$ cat config.mk
export PLATFORM = sky130hd
export DESIGN_NAME = pwm_capture
export DESIGN_NICKNAME = d
export VERILOG_FILES = /design/src/rtl/pwm_pkg.sv /design/src/rtl/pwm_sync_edge.sv /design/src/rtl/pwm_capture.sv
export SDC_FILE = /design/constraint.sdc
export NUM_CORES = 1
export LEC_CHECK = 0
export ABC_AREA = 0
export ABC_CLOCK_PERIOD_IN_PS = 2360
export CAP_MARGIN = 15
export CELL_PAD_IN_SITES_DETAIL_PLACEMENT = 1
export CELL_PAD_IN_SITES_GLOBAL_PLACEMENT = 2
export CORE_UTILIZATION = 40
export CTS_CLUSTER_SIZE = 8
export DETAILED_ROUTE_END_ITERATION = 6
export PLACE_DENSITY_LB_ADDON = 0.1
export SLEW_MARGIN = 5
export SYNTH_ARGS = -nofsm -noshare
export SYNTH_HDL_FRONTEND = slang
export SYNTH_HIERARCHICAL = 1
export SYNTH_SLANG_ARGS = --single-unit
$ cat constraint.sdc
create_clock -name clk -period 2.36 [get_ports clk]
set_clock_uncertainty 0.05 [all_clocks]
set_input_delay 0.708 -clock clk [delete_from_list [all_inputs] [get_ports clk]]
set_output_delay 0.708 -clock clk [all_outputs]
set_load 0.02 [all_outputs]
$ cat src/rtl/pwm_pkg.sv
// Shared types and constants for the PWM capture block.
// Deglitch length applies only when PWM_CAPTURE_DEGLITCH_EN is defined.
`timescale 1ns/1ps
package pwm_pkg;

    typedef logic [1:0] pwm_state_t;

    localparam pwm_state_t IDLE = 2'd0;
    localparam pwm_state_t HIGH = 2'd1;
    localparam pwm_state_t LOW  = 2'd2;

    localparam int unsigned DEGLITCH_LEN = 3;

endpackage

$ cat src/rtl/pwm_sync_edge.sv
// Synchronizer, optional deglitch filter and registered rise/fall detect for pwm_in.
// Define PWM_CAPTURE_DEGLITCH_EN to require DEGLITCH_LEN stable samples before a level change.
`timescale 1ns/1ps
module pwm_sync_edge
    import pwm_pkg::*;
#(
    parameter int unsigned SYNC_STAGES = 2
) (
    input  logic clk,
    input  logic reset_n,
    input  logic pwm_in,
    output logic level,
    output logic rise,
    output logic fall
);

    logic [SYNC_STAGES-1:0] sync_q;
    logic                   sync_last;
    logic                   filt;
    logic                   level_q;
    logic                   rise_q;
    logic                   fall_q;

    assign sync_last = sync_q[SYNC_STAGES-1];

`ifdef PWM_CAPTURE_DEGLITCH_EN
    localparam int unsigned DgW = $clog2(DEGLITCH_LEN);

    logic [DgW-1:0] dg_cnt_q;
    logic [DgW-1:0] dg_cnt_d;

    // The third consecutive differing sample is passed straight through, so the filter
    // adds only DEGLITCH_LEN-1 cycles of latency.
    always_comb begin
        filt     = level_q;
        dg_cnt_d = '0;
        if (sync_last != level_q) begin
            if (dg_cnt_q == DgW'(DEGLITCH_LEN - 1)) begin
                filt = sync_last;
            end else begin
                dg_cnt_d = dg_cnt_q + 1'b1;
            end
        end
    end

    always_ff @(posedge clk or negedge reset_n) begin
        if (!reset_n) begin
            dg_cnt_q <= '0;
        end else begin
            dg_cnt_q <= dg_cnt_d;
        end
    end
`else
    assign filt = sync_last;
`endif

    always_ff @(posedge clk or negedge reset_n) begin
        if (!reset_n) begin
            sync_q  <= '0;
            level_q <= 1'b0;
            rise_q  <= 1'b0;
            fall_q  <= 1'b0;
        end else begin
            sync_q  <= {sync_q[SYNC_STAGES-2:0], pwm_in};
            level_q <= filt;
            rise_q  <= filt & ~level_q;
            fall_q  <= ~filt & level_q;
        end
    end

    assign level = level_q;
    assign rise  = rise_q;
    assign fall  = fall_q;

endmodule

$ cat src/rtl/pwm_capture.sv
// Measures high time and period of an asynchronous PWM input, flags 0 %/100 % duty as stuck.
// Optional input deglitching is enabled with PWM_CAPTURE_DEGLITCH_EN.
`timescale 1ns/1ps
module pwm_capture
    import pwm_pkg::*;
#(
    parameter int unsigned CNT_W       = 16,
    parameter int unsigned SYNC_STAGES = 2
) (
    input  logic             clk,
    input  logic             reset_n,
    input  logic             pwm_in,
    output logic [CNT_W-1:0] high_time,
    output logic [CNT_W-1:0] period,
    output logic             meas_valid,
    output logic             stuck,
    output logic             stuck_level
);

    localparam logic [CNT_W-1:0] CntMax = '1;
    localparam logic [CNT_W-1:0] CntOne = CNT_W'(1);

    logic level;
    logic rise;
    logic fall;

    pwm_sync_edge #(
        .SYNC_STAGES(SYNC_STAGES)
    ) u_sync_edge (
        .clk    (clk),
        .reset_n(reset_n),
        .pwm_in (pwm_in),
        .level  (level),
        .rise   (rise),
        .fall   (fall)
    );

    pwm_state_t       state_q, state_d;
    logic [CNT_W-1:0] high_cnt_q, high_cnt_d;
    logic [CNT_W-1:0] per_cnt_q, per_cnt_d;
    logic [CNT_W-1:0] high_reg_q, high_reg_d;
    logic [CNT_W-1:0] per_cap_q, per_cap_d;
    logic             upd_q, upd_d;
    logic [CNT_W-1:0] high_time_q, high_time_d;
    logic [CNT_W-1:0] period_q, period_d;
    logic             meas_valid_q, meas_valid_d;
    logic             stuck_q, stuck_d;
    logic             stuck_level_q, stuck_level_d;
    logic [CNT_W-1:0] high_inc;
    logic [CNT_W-1:0] per_inc;

    assign high_inc = (high_cnt_q != CntMax) ? high_cnt_q + CntOne : high_cnt_q;
    assign per_inc  = (per_cnt_q != CntMax) ? per_cnt_q + CntOne : per_cnt_q;

    always_comb begin
        state_d       = state_q;
        high_cnt_d    = high_cnt_q;
        per_cnt_d     = per_cnt_q;
        high_reg_d    = high_reg_q;
        per_cap_d     = per_cap_q;
        upd_d         = 1'b0;
        high_time_d   = high_time_q;
        period_d      = period_q;
        meas_valid_d  = upd_q;
        stuck_d       = stuck_q;
        stuck_level_d = stuck_level_q;

        // Outputs are published one cycle after the closing rise was accepted.
        if (upd_q) begin
            high_time_d = high_reg_q;
            period_d    = per_cap_q;
        end

        if (rise || fall) begin
            stuck_d = 1'b0;
        end

        case (state_q)
            IDLE: begin
                if (rise) begin
                    state_d    = HIGH;
                    high_cnt_d = CntOne;
                    per_cnt_d  = CntOne;
                end
            end
            HIGH: begin
                if (per_cnt_q == CntMax) begin
                    state_d       = IDLE;
                    stuck_d       = 1'b1;
                    stuck_level_d = level;
                end else if (fall) begin
                    state_d    = LOW;
                    high_reg_d = high_cnt_q;
                    per_cnt_d  = per_inc;
                end else begin
                    high_cnt_d = high_inc;
                    per_cnt_d  = per_inc;
                end
            end
            LOW: begin
                if (per_cnt_q == CntMax) begin
                    state_d       = IDLE;
                    stuck_d       = 1'b1;
                    stuck_level_d = level;
                end else if (rise) begin
                    state_d    = HIGH;
                    per_cap_d  = per_cnt_q;
                    upd_d      = 1'b1;
                    high_cnt_d = CntOne;
                    per_cnt_d  = CntOne;
                end else begin
                    per_cnt_d = per_inc;
                end
            end
            default: begin
                state_d = IDLE;
            end
        endcase
    end

    always_ff @(posedge clk or negedge reset_n) begin
        if (!reset_n) begin
            state_q       <= IDLE;
            high_cnt_q    <= '0;
            per_cnt_q     <= '0;
            high_reg_q    <= '0;
            per_cap_q     <= '0;
            upd_q         <= 1'b0;
            high_time_q   <= '0;
            period_q      <= '0;
            meas_valid_q  <= 1'b0;
            stuck_q       <= 1'b0;
            stuck_level_q <= 1'b0;
        end else begin
            state_q       <= state_d;
            high_cnt_q    <= high_cnt_d;
            per_cnt_q     <= per_cnt_d;
            high_reg_q    <= high_reg_d;
            per_cap_q     <= per_cap_d;
            upd_q         <= upd_d;
            high_time_q   <= high_time_d;
            period_q      <= period_d;
            meas_valid_q  <= meas_valid_d;
            stuck_q       <= stuck_d;
            stuck_level_q <= stuck_level_d;
        end
    end

    assign high_time   = high_time_q;
    assign period      = period_q;
    assign meas_valid  = meas_valid_q;
    assign stuck       = stuck_q;
    assign stuck_level = stuck_level_q;

endmodule

Yosys cells after proc, flatten, opt, wreduce, memory -nomap -nowiden
Cells that the tools add are included.
{ "word_totals": {"inputBits": 3, "output_inout_bits": 35, "wordCells": 65, "register_bits": 107} }
{ "classes": {"eq_ne": 11, "n_bitwise": 5, "mux": 23, "reduce_logical": 9, "n_addsub": 2} }
{ "ops": {"columns": ["cell", "n"], "rows": [
  ["$mux 16", 10],
  ["$pmux 16 s3", 2],
  ["$add 16x1->16 const B", 2],
  ["$ne 16x16->1 const B", 2],
  ["$eq 16x16->1 const B", 1],
  ["$mux 2", 4],
  ["$ne 2x2->1 const B", 4],
  ["$mux 1", 6],
  ["$pmux 2 s3", 1],
  ["$reduce_and 3->1", 2],
  ["$reduce_and 5->1", 1],
  ["$reduce_and 4->1", 1],
  ["$ne 3x2->1 const B", 1],
  ["$not 1->1", 3],
  ["$reduce_bool 3->1", 1],
  ["$and 1x1->1", 2],
  ["$eq 2x1->1 const B", 1],
  ["$eq 2x2->1 const B", 1],
  ["$logic_not 2->1", 1],
  ["$ne 2x1->1 const B", 1],
  ["$reduce_and 2->1", 1],
  ["$reduce_or 2->1", 1],
  ["$logic_or 1x1->1", 1]
]} }

Depth between registers and ports, before layout
Gate-level depths: netlist (run 1).
{ "logic_depth": {"depth_word": 5, "mapped_depth": 9, "ltp_nobuf": 7} }

By module
Netlist (run 1), hierarchy kept.
{ "modules_own_cells": {"columns": ["mod", "area_per_inst_um2", "n_inst", "cells_per_inst", "seq_area_each_um2"], "rows": [
  ["pwm_capture", 4767.1, 1, 399, 2552.4],
  ["pwm_sync_edge", 140.1, 1, 7, 125.1]
]} }

Worst setup path after synthesis (run 1)
Ideal clock, no wire load.
{ "synth_path": {"path_kind": "reg-to-reg", "start": "register per_cnt_q[1]", "end": "register per_cap_q[10]", "setup_time_ns": 0.128, "arrival_ns": 1.756, "synth_period_minus_slack_ns": 1.933, "t_required_ns": 2.182, "path_slack_ns": 0.427, "stages_incl_launch_ff": 7, "n_path_buf": 1, "path_cell_list": "dfrtp_1 ha_1 and3_1 nand4_2 nand3_2 buf_4 mux2_1"} }
{ "synth_between": {"elab_chain_cells": 3} }
{ "synth_rtl": {"columns": ["item", "line", "text"], "rows": [
  ["start, declared", "pwm_capture.sv:40", "logic [CNT_W-1:0] per_cnt_q, per_cnt_d;"],
  ["start signal, assigned", "pwm_capture.sv:137", "per_cnt_q <= per_cnt_d;"],
  ["$eq 16x16->1", "pwm_capture.sv:101", "if (per_cnt_q == CntMax) begin"],
  ["$not 1->1 (no source line)", null, null],
  ["$reduce_and 3->1 (no source line)", null, null],
  ["end signal, assigned", "pwm_capture.sv:139", "per_cap_q <= per_cap_d;"],
  ["end, declared", "pwm_capture.sv:42", "logic [CNT_W-1:0] per_cap_q, per_cap_d;"]
]} }
No other way between the ends.
A chain may end at the register's enable or synchronous reset.

Final worst setup path (run 1)
{ "layout_path": {"start": "register per_cnt_q[0]", "end": "register per_cap_q[13]"} }
Same word-level chain as after synthesis.

==> results of run 1 <==
-- worst reg2reg max path, cell delays in order, from the launching register on --
cell and delay [ns]:
dfrtp_1 0.42, ha_1 0.26, and3_1 0.27, nand4_2 0.23, nand3_2 0.43, mux2_1 0.49
-- logic make-up (layout without fill, tap and decap cells) --
| group | after synthesis | after routing |
|---|---|---|
| AND/OR/NAND/NOR | 134 | 134 |
| adder cells (fa/ha/maj) | 6 | 6 |
| flip-flops | 107 | 107 |
| XOR/XNOR | 9 | 9 |
| AO/OA/AOI/OAI | 59 | 59 |
| buffers and inverters | 29 | 78 |
| multiplexers | 62 | 62 |
-- through the flow --
step	hold slack (ns)	cells
floorplan	0.281	406
global placement	0.288	586
detailed placement	0.290	586
CTS	0.130	602
global route	0.144	602
finish	0.142	602
-- power by group --
group          switching, W  internal [W]  total (W)  leakage [nW]
Clock              0.000690      0.000991    0.00168         0.158
Combinational      0.000814      0.000510    0.00132          1.00
Sequential         0.000156       0.00201    0.00216          1.46
Total               0.00166       0.00351    0.00517          2.63
-- cell type report --
cell class,count,area (um2)
clock inverter,5,83.8
sequential,107,2680
inverter,10,37.5
timing repair buffer,52,493
multi-input combinational,270,2060
clock buffer,11,253
tap,147,184
fill,1247,6170
-- flip-flops by register name, indices dropped and copies added, names as in the netlist --
| register | cells |
|---|---|
| u_sync_edge/sync_q | 2 |
| stuck_level | 1 |
| period | 16 |
| per_cnt_q | 16 |
| per_cap_q | 16 |
| u_sync_edge/level | 1 |
| state_q | 2 |
| u_sync_edge/fall | 1 |
| high_cnt_q | 16 |
| u_sync_edge/rise | 1 |
| meas_valid | 1 |
| high_reg_q | 16 |
| stuck | 1 |
| high_time | 16 |
| meas_valid_d | 1 |
-- cells in the final DEF, fill, tap and decap left out, types with 7 or more instances in the layout --
| cell | n |
|---|---|
| clkbuf_16 | 9 |
| mux2_1 | 12 |
| a31oi_1 | 7 |
| buf_4 | 15 |
| a21oi_1 | 11 |
| dfrtp_1 | 107 |
| nand4_1 | 9 |
| clkdlybuf4s50_1 | 36 |
| nand3_1 | 24 |
| nand2_1 | 27 |
| nor2_1 | 23 |
| o21ai_0 | 7 |
| mux2_2 | 49 |
| inv_1 | 9 |
-- layer usage --
| metal | part of all wire, % | vias up | global-route usage, % |
|---|---|---|---|
| met5 | 0 | - | 0 |
| met4 | 2.0 | 0 | 7.56 |
| met3 | 2.1 | 18 | 4.23 |
| met2 | 48 | 34 | 30.7 |
| met1 | 48 | 1711 | 25.4 |
| li1 | - | 1582 | - |
-- path summary, 6_finish.rpt --
kind                                                   endpoint                            start
worst max-delay path                  per_cap_q[13]$_DFFE_PN0P_         per_cnt_q[0]$_DFFE_PN0P_
worst min-delay path                 high_cnt_q[11]$_DFFE_PN0P_                          reset_n
worst max register to register        per_cap_q[13]$_DFFE_PN0P_         per_cnt_q[0]$_DFFE_PN0P_
worst min register to register  u_sync_edge/sync_q[1]$_DFF_PN0_  u_sync_edge/sync_q[0]$_DFF_PN0_
max in group asynchronous              per_cap_q[6]$_DFFE_PN0P_                          reset_n
min in group clk                u_sync_edge/sync_q[1]$_DFF_PN0_  u_sync_edge/sync_q[0]$_DFF_PN0_
==> key figures, run 1 <==
Logic synthesis
  • Synthesized area: 4910 um2
  • Synth Area in Compound Gates: 9.10%
  • Largest family of logic cells by synthesized area: simple AND/OR/NAND/NOR gates
  • Cell taking the most area after synthesis: dfrtp_1
  • FFs w/ async S/R, synth: 100%
  • Yosys cell types: 63
  • Multiplexer area fraction after synthesis: 14.2%
  • EDFF count, synth: 0
  • Synth warn: 6
  • Synth top area share: 54.6%
  • Yosys reg bits: 107
  • Synth Area per Inst: 12.1 um2
  • Simple-gate area share of the yosys netlist: 15.4%
  • Post-Synth Adder-Cell Area: 1.53%
  • Synth Area in XOR/XNOR: 1.61%
  • Sequential cell area fraction in the yosys report: 54.6%
  • Syn Nets: 415
  • Post-synthesis cell count: 406
  • Main synth FF type: dfrtp_1
  • Synth top cells by count: dfrtp_1, mux2_2, nand2_1
  • Most common cell in the netlist: dfrtp_1
  • Top post-synthesis cells by area: dfrtp_1, mux2_2, mux2_1

Timing
  • Final Hold Viols: 0
  • Sum Neg Setup Slack: 0 ns
  • Fin crit share: 95.9%
  • Rel. slew slack: 62.8%
  • Worst setup margin: 0.0960 ns
  • Slew Limit Fails: 0
  • Final setup viols: 0
  • F_max: 0.442 GHz
  • Min Tclk post-route: 2.26 ns
  • Slew at the pin with the worst max-slew slack: 0.556 ns
  • RSZ-0062 raised after global routing: true

GRT
  • Global route overflow: 0
  • Largest net degree at the start of global routing: 49
  • First-pass GRT wire length: 18,900 um
  • Tot GR Track Use: 19.2%
  • Initial antenna violation count: 0
  • Number of global-route vias before repair: 3,632

Power
  • Worst vdd ir: 0.634 mV
  • Power per cell area: 892 nW/um2
  • Total power: 0.00517 W
  • Static leakage: 2.63 nW

Detailed routing
  • Initial DRC Count: 120
  • DRT Wirelength: 10,800 um
  • Vias per cell: 5.56
  • WL/cell: 18.0 um
  • Number of remaining DRC errors: 0
  • DRT Pass-1 Iters: 5
  • Post-route ant nets: 0
  • DR vias: 3,345

Critical path
  • Data arrival, critical path: 2.46 ns
  • Reg2reg path depth: 5
  • Slowest cell on crit path: mux2_1
  • Slowest stage delay, CP: 0.48 ns
  • WS Path Type: flop to flop
  • Worst setup SP type: flop
  • CP top delay family: simple AND/OR/NAND/NOR gates
  • Worst path cell trace: ha_1 -> and3_1 -> nand4_2 -> nand3_2 -> mux2_1
  • Buf+Inv Stages, Crit Path: 0
  • Worst-path maximum fanout: 18
  • Worst setup EP type: flop
  • FF-to-FF setup slack: 0.1 ns
  • Critical Path RT: 2.55 ns
  • WP depth: 5

Clocking
  • CTS Buffer Depth: 2
  • H-tree lvl count: 3
  • Resized cells post-CTS: 0
  • # hold bufs at CTS: 0
  • CTS tree: built
  • CTS clk-pin slew, worst paths: 0.07 ns
  • CTS Buf Count: 9
  • Root buffer cell: clkbuf_16
  • # clock sinks: 107
  • Post-CTS setup buffer count: 0
  • Worst skew pair latency: 0.36 ns

Floorplanning
  • Core ar.: 12,000 um2
  • Die area: 12,700 um2
  • Initial core utilization: 41.0%
  • Die H: 113 um
  • Rows: 40
  • Die width: 113 um
  • Top Ports: 38

Placed design
  • Final Wtd Congestion: 0.788
  • Place WS: 0.104 ns
  • I/O Buffers: 37
  • Cell Area, Placed: 5450 um2
  • Dpl hpwl: 7690 um

Min path
  • Hold crit path type: input pin to asynchronous set/reset pin

Layout
  • Area Growth Syn to Fin: 18.1%
  • Share of layout cells above drive strength 1: 22.4%
  • Util after Layout: 48.4%
  • # nets final: 459
  • Ant diodes: 0
  • Final instance area: 5790 um2

Run
  • Max Cap Viol: 0

Run status
  • Outcome: completed
Power figures use the tool's default switching activity.
==> run 2, diff against run 1 <==
--- a/config.mk
+++ b/config.mk
@@ -10,9 +10,10 @@
 export CAP_MARGIN = 15
 export CELL_PAD_IN_SITES_DETAIL_PLACEMENT = 1
 export CELL_PAD_IN_SITES_GLOBAL_PLACEMENT = 2
-export CORE_UTILIZATION = 40
+export CORE_UTILIZATION = 37
 export CTS_CLUSTER_SIZE = 8
 export DETAILED_ROUTE_END_ITERATION = 6
+export HOLD_SLACK_MARGIN = 0.02
 export PLACE_DENSITY_LB_ADDON = 0.1
 export SLEW_MARGIN = 5
 export SYNTH_ARGS = -nofsm -noshare
==> constraint.sdc (replaced) <==
create_clock -name clk -period 2.36 [get_ports clk]
set_clock_uncertainty 0.05 [all_clocks]
set_input_delay 0.472 -clock clk [delete_from_list [all_inputs] [get_ports clk]]
set_output_delay 0.472 -clock clk [all_outputs]
set_load 0.02 [all_outputs]
==> run 2 against run 1 <==
Net effect: final area is the same; largest cell class unchanged; combinational power about the same; non-clock buffer count fell by 1.
==> key figures, run 2 (synthesized netlist as in run 1, its figures left out) <==
Critical path
  • Critical Path RT: 2.54 ns (about the same)
  • Slowest cell on crit path: mux2_1
  • Worst-path maximum fanout: 18 (unchanged)
  • CP top delay family: simple AND/OR/NAND/NOR gates
  • Worst setup EP type: flop
  • Slowest stage delay, CP: 0.47 ns (about the same)
  • Worst path cell trace: ha_1 -> and3_1 -> nand4_2 -> nand3_2 -> mux2_1
  • Worst setup SP type: flop
  • Buf+Inv Stages, Crit Path: 0 (unchanged)
  • Worst setup path startpoint: per_cnt_q[1]$_DFFE_PN0P_
  • R2r startpoint: per_cnt_q[1]$_DFFE_PN0P_
  • Data arrival, critical path: 2.42 ns (-0.04 ns)
  • WS Path Type: flop to flop

GRT
  • Number of global-route vias before repair: 3,434 (-5.5%)
  • First-pass GRT wire length: 18,000 um (-4.5%)
  • Tot GR Track Use: 17.6% (-1.6 points)
  • Global route overflow: 0 (unchanged)
  • Largest net degree at the start of global routing: 42 (-14%)
  • Initial antenna violation count: 0 (unchanged)

Floorplanning
  • Die width: 117 um (+3.9%)
  • Top Ports: 38 (unchanged)
  • Die area: 13,700 um2 (+8.0%)
  • Die H: 117 um (+3.9%)
  • Initial core utilization: 38.4% (-2.6 points)
  • Core ar.: 12,800 um2 (+6.8%)
  • Rows: 41 (+2.5%)

Layout
  • Fillers: 1,359 (+9.0%)
  • Final instance area: 5790 um2 (unchanged)
  • Util after Layout: 45.4% (-3.1 points)
  • Area Growth Syn to Fin: 18.1% (unchanged)
  • Finished Layout Cells: 626 (+4.0%)
  • Most frequent cells in the layout: dfrtp_1, mux2_2, clkdlybuf4s50_1
  • # nets final: 458 (-0.22%)
  • Share of layout cells above drive strength 1: 22.0% (-0.39 points)
  • Most common cell after layout, fill and taps aside: dfrtp_1
  • Ant diodes: 0 (unchanged)

Detailed routing
  • DR vias: 3,333 (-0.36%)
  • Number of remaining DRC errors: 0 (unchanged)
  • Post-route ant nets: 0 (unchanged)
  • Vias per cell: 5.32 (-4.2%)
  • DRT Wirelength: 10,800 um (-0.83%)
  • WL/cell: 17.2 um (-4.6%)
  • DRT Pass-1 Iters: 4 (-1)
  • Initial DRC Count: 152 (+27%)

Timing
  • Slew Limit Fails: 0 (unchanged)
  • Rel. slew slack: 62.4% (-0.42 points)
  • Slew at the pin with the worst max-slew slack: 0.560 ns (+0.00439 ns)
  • Final setup viols: 0 (unchanged)
  • Final Hold Viols: 0 (unchanged)
  • Min Tclk post-route: 2.24 ns (-0.0274 ns)
  • F_max: 0.447 GHz (+1.2%)
  • Fin crit share: 94.8% (-1.2 points)
  • RSZ-0062 raised after global routing: true

Clocking
  • Post-CTS setup buffer count: 0 (unchanged)
  • CTS Buffer Depth: 2 (unchanged)
  • H-tree lvl count: 3 (unchanged)
  • Resized cells post-CTS: 0 (unchanged)
  • CTS clk-pin slew, worst paths: 0.07 ns (about the same)
  • # hold bufs at CTS: 0 (unchanged)
  • CTS tree: built
  • Root buffer cell: clkbuf_16
  • Worst skew pair latency: 0.36 ns (about the same)
  • # clock sinks: 107 (unchanged)
  • CTS Buf Count: 9 (unchanged)

Power
  • Static leakage: 2.62 nW (-0.30%)
  • Total power: 0.00510 W (-1.3%)
  • Worst vdd ir: 0.441 mV (-30%)
  • Power per cell area: 880 nW/um2 (-1.3%)

Min path
  • Hold crit path type: input pin to asynchronous set/reset pin

Run status
  • Outcome: completed

Placed design
  • Final Wtd Congestion: 0.764 (-3.0%)
  • I/O Buffers: 37 (unchanged)
  • Cell Area, Placed: 5470 um2 (+0.44%)
  • Dpl hpwl: 7750 um (+0.76%)
  • Dpl cells: 610 (+4.1%)

Run
  • Max Cap Viol: 0 (unchanged)
-- run 2: area by class of cell --
type | count | area (um2) | share of cell area (%)
clock inverters | 7 | 98.8 | 1.71
inverters | 10 | 37.5 | 0.648
repair buffers | 51 | 485 | 8.38
multi-input cells | 270 | 2050 | 35.4
well taps | 172 | 215 | 3.71
flip-flops and latches | 107 | 2680 | 46.2
clock buffers | 9 | 225 | 3.89
-- run 2: worst paths after layout --
kind / to / slack [ns] / depth (start not counted)
worst min-delay path: high_time[3]$_DFFE_PN0P_ / 0.06 / 1
worst min register to register: u_sync_edge/sync_q[1]$_DFF_PN0_ / 0.31 / 0
min in group clk: u_sync_edge/sync_q[1]$_DFF_PN0_ / 0.31 / 0
worst max-delay path: high_reg_q[9]$_DFFE_PN0P_ / 0.12 / 5
worst max register to register: high_reg_q[9]$_DFFE_PN0P_ / 0.12 / 5
max in group asynchronous: per_cap_q[15]$_DFFE_PN0P_ / 1.56 / 2
-- run 2: worst register-to-register path, delay by kind of cell (launching register included) --
| kind | cells | cell delay [ns] |
|---|---|---|
| mux | 1 | 0.48 |
| simple gates | 3 | 0.91 |
| fa+ha+maj | 1 | 0.25 |
| flops | 1 | 0.43 |
-- run 2: report_power, final --
group | internal [W] | switching (W) | total, W
Clock | 0.000937 | 0.000700 | 0.00164
Combinational | 0.000503 | 0.000798 | 0.00130
Sequential | 0.00200 | 0.000156 | 0.00216
-- run 2: stage by stage --
stage | setup slack, ns | TNS, ns | hold slack, ns
2_1_floorplan | 0.427 | 0 | 0.126
3_3_place_gp | 0.170 | 0 | 0.286
3_5_place_dp | 0.118 | 0 | 0.300
4_1_cts | 0.0911 | 0 | 0.0719
5_1_grt | -0.0449 | -0.318 | 0.0944
6_report | 0.123 | 0 | 0.0569
-- run 2: per-layer routing --
metal	vias to the layer above	track usage, %	wire [um]
met3	14	2.94	227
met2	34	27.8	5180
met1	1703	23.6	5140
li1	1582	-	-
met4	0	8.27	211
met5	-	0	0
